## config.mk

```make
export PLATFORM = sky130hd
export DESIGN_NAME = synch_fifo_param
export DESIGN_NICKNAME = d
export VERILOG_FILES = /design/src/rtl/fifo_pkg.sv /design/src/rtl/fifo_mem_2p.sv /design/src/rtl/synch_fifo_param.sv
export SDC_FILE = /design/constraint.sdc
export NUM_CORES = 1
export LEC_CHECK = 0
export ABC_AREA = 1
export CORE_AREA = 2 2 88 112
export CTS_BUF_LIST = sky130_fd_sc_hd__clkbuf_4 sky130_fd_sc_hd__clkbuf_8
export DETAILED_ROUTE_END_ITERATION = 6
export DIE_AREA = 0 0 90 114
export PLACE_DENSITY = 0.63
export SLEW_MARGIN = 25
export SYNTH_ARGS = -nofsm -noshare
export SYNTH_HDL_FRONTEND = slang
export SYNTH_HIERARCHICAL = 1
export SYNTH_SLANG_ARGS = --single-unit
```

## constraint.sdc

```tcl
create_clock -name clk -period 2.41 [get_ports clk]
set_input_delay 0.241 -clock clk [delete_from_list [all_inputs] [get_ports clk]]
set_output_delay 0.241 -clock clk [all_outputs]
set_load 0.05 [all_outputs]
```

## src/rtl/fifo_pkg.sv

```systemverilog
// Shared definitions for the parametrised single-clock FIFO.
//   ptr_w()        : pointer width for a given depth (address bits + wrap bit)
//   DEF_*          : default parameter values for synch_fifo_param
//   fifo_status_t  : status bundle {f, e, af, ae, ovf, udf} for wrappers that
//                    want to pass FIFO state around as a single signal
package fifo_pkg;

  localparam int DEF_DATA_W = 8;
  localparam int DEF_DEPTH  = 8;
  localparam int DEF_AF_LVL = 6;
  localparam int DEF_AE_LVL = 2;

  // One extra bit above the address distinguishes full from empty when the
  // address bits of the two pointers are equal.
  function automatic int ptr_w(input int depth);
    return $clog2(depth) + 1;
  endfunction

  typedef struct packed {
    logic f;
    logic e;
    logic af;
    logic ae;
    logic ovf;
    logic udf;
  } fifo_status_t;

endpackage

```

## src/rtl/fifo_mem_2p.sv

```systemverilog
// Two-port storage array for the FIFO.
//   clk    : write clock (rising edge)
//   we     : write enable
//   waddr  : write address
//   wdata  : write data
//   raddr  : read address
//   rdata  : read data, combinational from raddr
// Contents are never reset.
module fifo_mem_2p #(
  parameter int DATA_W = 8,
  parameter int DEPTH  = 8,
  parameter int AW     = $clog2(DEPTH)
) (
  input  logic              clk,
  input  logic              we,
  input  logic [AW-1:0]     waddr,
  input  logic [DATA_W-1:0] wdata,
  input  logic [AW-1:0]     raddr,
  output logic [DATA_W-1:0] rdata
);

  logic [DATA_W-1:0] mem [DEPTH];

  always_ff @(posedge clk) begin
    if (we) mem[waddr] <= wdata;
  end

  assign rdata = mem[raddr];

endmodule

```

## src/rtl/synch_fifo_param.sv

```systemverilog
// Parametrised single-clock FIFO with occupancy, thresholds and sticky errors.
//   clk      : clock, rising edge
//   rst      : synchronous active-low reset
//   we/din   : write request and data
//   re       : read request
//   clr_err  : clears ovf/udf (a same-cycle set takes priority)
//   dout     : registered read data; dout_vld pulses when it was updated
//   f/e      : full / empty
//   af/ae    : count >= AF_LVL / count <= AE_LVL
//   count    : occupancy 0..DEPTH
//   ovf/udf  : sticky write-while-full / read-while-empty
module synch_fifo_param
  import fifo_pkg::*;
#(
  parameter int DATA_W = DEF_DATA_W,
  parameter int DEPTH  = DEF_DEPTH,
  parameter int AF_LVL = DEF_AF_LVL,
  parameter int AE_LVL = DEF_AE_LVL
) (
  input  logic                   clk,
  input  logic                   rst,
  input  logic                   we,
  input  logic [DATA_W-1:0]      din,
  input  logic                   re,
  input  logic                   clr_err,
  output logic [DATA_W-1:0]      dout,
  output logic                   dout_vld,
  output logic                   f,
  output logic                   e,
  output logic                   af,
  output logic                   ae,
  output logic [$clog2(DEPTH):0] count,
  output logic                   ovf,
  output logic                   udf
);

  localparam int AW = $clog2(DEPTH);
  localparam int PW = ptr_w(DEPTH);

  logic [PW-1:0]     wp, rp;
  logic [PW-1:0]     cnt;
  logic [DATA_W-1:0] rdata;
  logic [DATA_W-1:0] dout_p1;
  logic              vld_p1;
  logic              ovf_q, udf_q;
  logic              full, empty;
  logic              bypass, wr_en, rd_en;
  logic              ovf_set, udf_set;
  fifo_status_t      status;

  // Stage 0: pointer-derived status and request qualification
  assign empty = (wp == rp);
  assign full  = (wp[AW] != rp[AW]) && (wp[AW-1:0] == rp[AW-1:0]);
  assign cnt   = wp - rp;

  // Simultaneous read and write on an empty FIFO passes din straight to dout
  // without touching the array, so neither pointer moves.
  assign bypass  = we && re && empty;
  // When full, a concurrent read frees the slot on the same edge.
  assign wr_en   = we && !bypass && (!full || re);
  assign rd_en   = re && !empty;
  assign ovf_set = we && full && !re;
  assign udf_set = re && empty && !we;

  fifo_mem_2p #(
    .DATA_W (DATA_W),
    .DEPTH  (DEPTH),
    .AW     (AW)
  ) u_mem (
    .clk   (clk),
    .we    (wr_en && rst),
    .waddr (wp[AW-1:0]),
    .wdata (din),
    .raddr (rp[AW-1:0]),
    .rdata (rdata)
  );

  // Stage 1: registered pointers, read data, strobe and sticky flags
  always_ff @(posedge clk) begin
    if (!rst) begin
      wp      <= '0;
      rp      <= '0;
      dout_p1 <= '0;
      vld_p1  <= 1'b0;
      ovf_q   <= 1'b0;
      udf_q   <= 1'b0;
    end else begin
      if (wr_en) wp <= wp + PW'(1);
      if (rd_en) rp <= rp + PW'(1);
      if (rd_en)       dout_p1 <= rdata;
      else if (bypass) dout_p1 <= din;
      vld_p1 <= rd_en || bypass;
      ovf_q  <= ovf_set || (ovf_q && !clr_err);
      udf_q  <= udf_set || (udf_q && !clr_err);
    end
  end

  assign status = '{
    f:   full,
    e:   empty,
    af:  (cnt >= PW'(AF_LVL)),
    ae:  (cnt <= PW'(AE_LVL)),
    ovf: ovf_q,
    udf: udf_q
  };

  assign dout     = dout_p1;
  assign dout_vld = vld_p1;
  assign count    = cnt;
  assign f        = status.f;
  assign e        = status.e;
  assign af       = status.af;
  assign ae       = status.ae;
  assign ovf      = status.ovf;
  assign udf      = status.udf;

endmodule

```

==> flow_summary.toml <==
[detailed_routing]
totalWireLength_um = 9009
viasPerCell = 4.635
wl_per_cell_um = 14.10
route.detailed.drc = 0
antenna_left = 0
via_count = 2962
drtPass1Iterations = 4
drt-initial-drc-count = 156

[yosys]
synth_edf_count = 64
synthesis.instances = 463
synth_top_area_share_pct = 47.42
synth_top_flop_cell = "edfxtp_1"
yosysWarningCount = 6
ys_top_cells_by_area = "edfxtp_1, nand2_1, dfxtp_1"
synth_nets = 482
post-synth-top-count-cell = "nand2_1"
yosysSeqAreaShare_pct = 56.81
syn_area_mm2 = 0.004053
synth-async-reset-ratio_pct = 0
yosys.area.top_type = "edfxtp_1"
syn_area_per_cell_um2 = 8.753
synth.distinct_cells = 29
synthTopCellsByCount = "nand2_1, inv_1, edfxtp_1"
synth_seq_cells = 83

[timing]
slew_headroom_pct = 66.33
worstMarginPinSlew_ns = 0.5035
drv_slew = 0
final.min_clock_period_ns = 2.295
rsz0062_at_grt = "true"
hold_viol = 0
fin_tns_setup_ns = 0
fin_crit_sh_pct = 95.23
setup_viol_count_final = 0
fmaxAchievable_mhz = 435.7
clock-skew-final_ns = 0.01400
hold_slack_ns = 0.4705

[run_status]
status = "finished clean"

[floorplan]
rows = 40
die_h_um = 114
initial_core_util_pct = 43.53
dieArea_mm2 = 0.01026
ios = 32
dieWidth_um = 90
coreArea_mm2 = 0.009309

[layout]
nFillCells = 870
antennaDiodeCount = 0
layout.nets = 527
synthToLayoutAreaGrowth_pct = 18.62
postLayoutCellArea_mm2 = 0.004807
final_core_util_pct = 51.64
drive_gt1_share_pct = 13.06

[clocking]
clk_pin_slew_worst_paths_ns = 0.09
cts-root-buf = "clkbuf_8"
post_cts_buffers = 0
cts_hold_buffers = 0
cts.sinks = 83
clock_path_buffers = 2
cts_tree = "built"
cts_htree_levels = 3
clk-insertion-delay-late_ns = 0.36
cts_buffers = 9

[setup_path]
start_kind = "flop"
required_ns = 2.17
critPathKind = "flop to output pin"
cp_max_fo = 7
end_kind = "output pin"
arrival_ns = 2.05

[placement]
gp_congestion = 0.8704
placed_cell_area_mm2 = 0.004608
port-buffer-count = 31
dp_hpwl_um = 6272

[global_routing]
antenna_found_initial = 0
grt_pass1_vias = 3033
grt_pass1_wl_um = 14710
grt-ovfl-total = 0
grt_max_degree = 38
grt_usage_pct = 18.62

[power_and_ir_drop]
finalPower_mw = 5.113
leakagePower_nw = 2.165
ir_drop_uv = 1436
powerDensity_mw_per_mm2 = 1064

[job]
maxCapViolCount = 0

[hold_path]
min-delay-path-class = "flop to flop"
==> cells in the final DEF, fill, tap and decap left out, types with 5 or more instances in the layout <==
| cell | n |
|---|---|
| nor2_1 | 12 |
| o21ai_1 | 10 |
| a21oi_1 | 16 |
| buf_4 | 19 |
| clkdlybuf4s50_1 | 23 |
| inv_1 | 95 |
| nand3_1 | 38 |
| clkbuf_8 | 9 |
| dfxtp_1 | 19 |
| nand2_1 | 151 |
| buf_12 | 7 |
| nor2_2 | 5 |
| edfxtp_1 | 64 |
| nand2_2 | 5 |
==> what timing repair did <==
action	in CTS	in global routing
gates resized for setup	0	4
hold endpoints to repair	0	0
setup endpoints to repair	0	9
==> worst max-delay path, stage by stage (launching register included) <==
cell	delay (ns)
dfxtp_1	0.35
buf_4	0.17
inv_1	0.08
fa_1	0.46
xor2_2	0.19
o21ai_0	0.13
nor2_2	0.17
buf_12	0.15
==> final timing paths <==
path / to / cells past startpoint / slack, ns / from
worst max-delay path: ae / 7 / 0.12 / wp[1]
worst min-delay path: ovf / 2 / 0.47 / ovf
worst max register to register: u_mem/mem[3][1] / 9 / 0.15 / wp[0]
worst min register to register: ovf / 2 / 0.47 / ovf
==> kinds of logic (layout without fill, tap and decap cells) <==
family	after synthesis	count (layout)	share of synthesized area, %
AND/OR/NAND/NOR	224	224	23.53
buffers and inverters	116	166	12.66
XOR/XNOR	3	3	0.6485
flip-flops	83	83	56.81
AO/OA/AOI/OAI	31	31	4.322
adder cells (fa/ha/maj)	6	6	2.038
==> final cells by class <==
cell class | count | area (um2) | share of cell area [%]
clock inverters | 6 | 40.04 | 0.8329
repair buffers | 49 | 513.0 | 10.67
flip-flops and latches | 83 | 2302 | 47.89
multi-input cells | 264 | 1277 | 26.57
inverters | 101 | 385.4 | 8.017
well taps | 126 | 157.7 | 3.280
clock buffers | 10 | 131.4 | 2.733
==> power breakdown <==
part | leakage (nW) | total [mW] | internal (mW) | switching (mW)
clock network | 0.0943 | 0.894 | 0.387 | 0.507
registers | 0.733 | 1.69 | 1.65 | 0.0451
logic | 1.34 | 2.53 | 0.916 | 1.61
==> routing by layer <==
layer | up-vias | routed length, um | share of wire (%) | track usage [%]
met5 | - | 0 | 0 | 0
met4 | 0 | 225 | 2.5 | 9.436
met3 | 15 | 382 | 4.2 | 4.227
met2 | 67 | 4549 | 50 | 32.33
met1 | 1355 | 3852 | 43 | 21.73
li1 | 1525 | - | - | -
==> metrics by stage <==
step / worst slack [ns] / instances
after global placement: 0.2693 / 623
final: 0.1150 / 639
after detailed placement: 0.2148 / 623
after CTS: 0.05186 / 639
after global routing: -0.02083 / 639
after floorplan: 0.008374 / 463
==> state kept, by name, summed over array words and instances, names as in the netlist <==
name	flops
u_mem/mem	64
ovf	1
udf	1
dout	8
rp	4
dout_vld	1
wp	4
(Power assumes the default switching activity.)
==> variant, RTL diff (same settings) <==
Register the inputs `we`, `din`, `re` and `clr_err` before use, without a reset. The logic sees them one clock later. Comments in the files are not updated.
--- a/src/rtl/synch_fifo_param.sv
+++ b/src/rtl/synch_fifo_param.sv
@@ -38,4 +38,16 @@
   localparam int PW = ptr_w(DEPTH);
 
+  logic we_q;
+  logic [DATA_W-1:0] din_q;
+  logic re_q;
+  logic clr_err_q;
+
+  always_ff @(posedge clk) begin
+    we_q      <= we;
+    din_q     <= din;
+    re_q      <= re;
+    clr_err_q <= clr_err;
+  end
+
   logic [PW-1:0]     wp, rp;
   logic [PW-1:0]     cnt;
@@ -56,10 +68,10 @@
   // Simultaneous read and write on an empty FIFO passes din straight to dout
   // without touching the array, so neither pointer moves.
-  assign bypass  = we && re && empty;
+  assign bypass  = we_q && re_q && empty;
   // When full, a concurrent read frees the slot on the same edge.
-  assign wr_en   = we && !bypass && (!full || re);
-  assign rd_en   = re && !empty;
-  assign ovf_set = we && full && !re;
-  assign udf_set = re && empty && !we;
+  assign wr_en   = we_q && !bypass && (!full || re_q);
+  assign rd_en   = re_q && !empty;
+  assign ovf_set = we_q && full && !re_q;
+  assign udf_set = re_q && empty && !we_q;
 
   fifo_mem_2p #(
@@ -71,5 +83,5 @@
     .we    (wr_en && rst),
     .waddr (wp[AW-1:0]),
-    .wdata (din),
+    .wdata (din_q),
     .raddr (rp[AW-1:0]),
     .rdata (rdata)
@@ -89,8 +101,8 @@
       if (rd_en) rp <= rp + PW'(1);
       if (rd_en)       dout_p1 <= rdata;
-      else if (bypass) dout_p1 <= din;
+      else if (bypass) dout_p1 <= din_q;
       vld_p1 <= rd_en || bypass;
-      ovf_q  <= ovf_set || (ovf_q && !clr_err);
-      udf_q  <= udf_set || (udf_q && !clr_err);
+      ovf_q  <= ovf_set || (ovf_q && !clr_err_q);
+      udf_q  <= udf_set || (udf_q && !clr_err_q);
     end
   end
Check against the original RTL: not equivalent (Yosys sat finds a counterexample within 4 cycles, from zero or initial values and one cycle with rst low).
==> variant against the unedited design <==
Sequential cell count grew 11. Sequential power rose by 14%. Area after synthesis grew 5.4%. Worst setup slack improved by 0.0042 ns. Total power is 8.1% higher. Non-clock buffer count shrank 2. Routed wire length grew 4.9%. Final area rose by 4.9%. Largest cell class unchanged.
==> variant: results (changes against the unedited design) <==
status: finished clean
Yosys Warn Count: 6 (unchanged)
EDFF count, synth: 64 (unchanged)
# hold bufs at CTS: 0 (unchanged)
diode count: 0 (unchanged)
TritonRoute pass-1 iters: 4 (unchanged)
largest cells by area after synthesis: edfxtp_1 (45%), dfxtp_1 (14%), nand2_1 (13%)
CTS buffer count: 9 (unchanged)
hold_ws: 0.318 ns (-0.153 ns)
Placer Congestion: 0.862 (-1.0%)
Yosys cell types: 29 (unchanged)
Largest Register: u_mem/mem
clk buf depth: 2 (unchanged)
measured slew at the worst slew-check pin: 0.521 ns (+0.0179 ns)
routed len/inst: 14.6 um (+3.5%)
Reg-to-Reg Start: wp[0]
Avg Cell Area, Syn: 9.01 um^2 (+3.0%)
initial drt markers: 163 (+4.5%)
dominant synthesized flop cell: edfxtp_1
CP startpoint: wp[0]
Worst setup endpoint: af
largest net degree at the start of global routing: 38 (unchanged)
final net count: 536 (+1.7%)
r2r setup slk: 0.22 ns (+0.07 ns)
worst hold path type: in2reg
top post-synthesis cells by count: nand2_1 (152), inv_1 (96), edfxtp_1 (64)
clk_lat worst skew: 0.36 ns (about the same)
vias: 3061 (+3.3%)
CP max FO: 3 (-4)
layout cells sized above 1: 0.126 (-0.00417)
Seq/Total Area, Yosys: 0.590 (+0.0223)
input/output buffers: 31 (unchanged)
Reg clk slew, reported paths: 0.09 ns (about the same)
CTS HTree Levels: 3 (unchanged)
first-pass GRT wire length: 15.4 mm (+4.6%)
antenna violations before repair: 0 (unchanged)
VDD IR max: 1190 uV (-17%)
Root Buffer: clkbuf_8
worst path arrival time: 2.05 ns (about the same)
hold depth: 1 (-1)
Static Leak: 2.26 nW (+4.6%)
final wirelength: 9.45 mm (+4.9%)
post-synthesis async set-or-reset flop share: 0 (unchanged)
All-Layer GR Usage: 0.199 (+0.0132)
Syn Nets: 493 (+2.3%)
Worst Reg-to-Reg Cells: 9 (unchanged)
clk_skew: 0.00903 ns (-0.00497 ns)
max reg flops: 64 (unchanged)
Placed Cells: 632 (+1.4%)
Fillers: 889 (+2.2%)
Sw Pwr: 2.19 mW (+1.2%)
post-DP HPWL: 6.77 mm (+7.9%)
reg2reg end: u_mem/mem[3][4]
variant: power by group through the flow:
stage / Sequential [mW] / Clock, mW / Combinational (mW)
2_1_floorplan: 2.13 / 0 / 1.50
3_3_place_gp: 1.95 / 0 / 2.54
3_5_place_dp: 1.96 / 0 / 2.54
4_1_cts: 1.92 / 1.09 / 2.56
5_1_grt: 1.93 / 1.16 / 2.77
6_report: 1.92 / 1.06 / 2.54
variant: layer usage:
metal,GRT usage,part of all wire
met1,0.210,0.39
met2,0.360,0.52
met3,0.0429,0.040
met4,0.131,0.047
met5,0,0
variant: what timing repair did:
item	4_1_cts	5_1_grt
resized for setup	0	4
endpoints found under the setup margin	0	34
setup buffers	0	0
variant: layout make-up:
class | count | area share
Multi-Input combinational cell | 264 | 0.252
Tap cell | 126 | 0.0313
Sequential cell | 94 | 0.501
Clock inverter | 3 | 0.00819
Timing Repair Buffer | 47 | 0.0987
Clock buffer | 13 | 0.0330
Inverter | 101 | 0.0764
variant: worst max-delay path: stages (launching register included):
cell,delay (ns)
dfxtp_1,0.35
inv_1,0.06
ha_1,0.22
fa_1,0.41
xor2_2,0.18
o211ai_1,0.30
buf_12,0.18
variant: stage by stage:
stage | instance area (um^2) | utilization | setup TNS [ns] | worst slack, ns
global placement | 4810 | 0.517 | 0 | 0.216
global route | 5040 | 0.542 | -0.000137 | -0.000137
floorplan | 4290 | - | 0 | 0.00833
detailed placement | 4810 | 0.517 | 0 | 0.175
finish | 5040 | 0.542 | 0 | 0.119
CTS | 5020 | 0.539 | 0 | 0.0208
variant: how the worst min path moves through the flow:
stage,start,end
floorplan,clr_err,clr_err_q
finish,din[5],din_q[5]
global placement,ovf,ovf
detailed placement,dout[0],dout[0]
CTS,we,we_q
global route,din[4],din_q[4]
variant: cell families (layout without fill, tap and decap cells):
logic type,Yosys count,after routing,synth area share
AO/OA/AOI/OAI,31,31,0.0410
XOR/XNOR,3,3,0.00615
adder cells (fa/ha/maj),6,6,0.0193
buffers and inverters,116,164,0.120
flip-flops,94,94,0.590
AND/OR/NAND/NOR,224,224,0.223
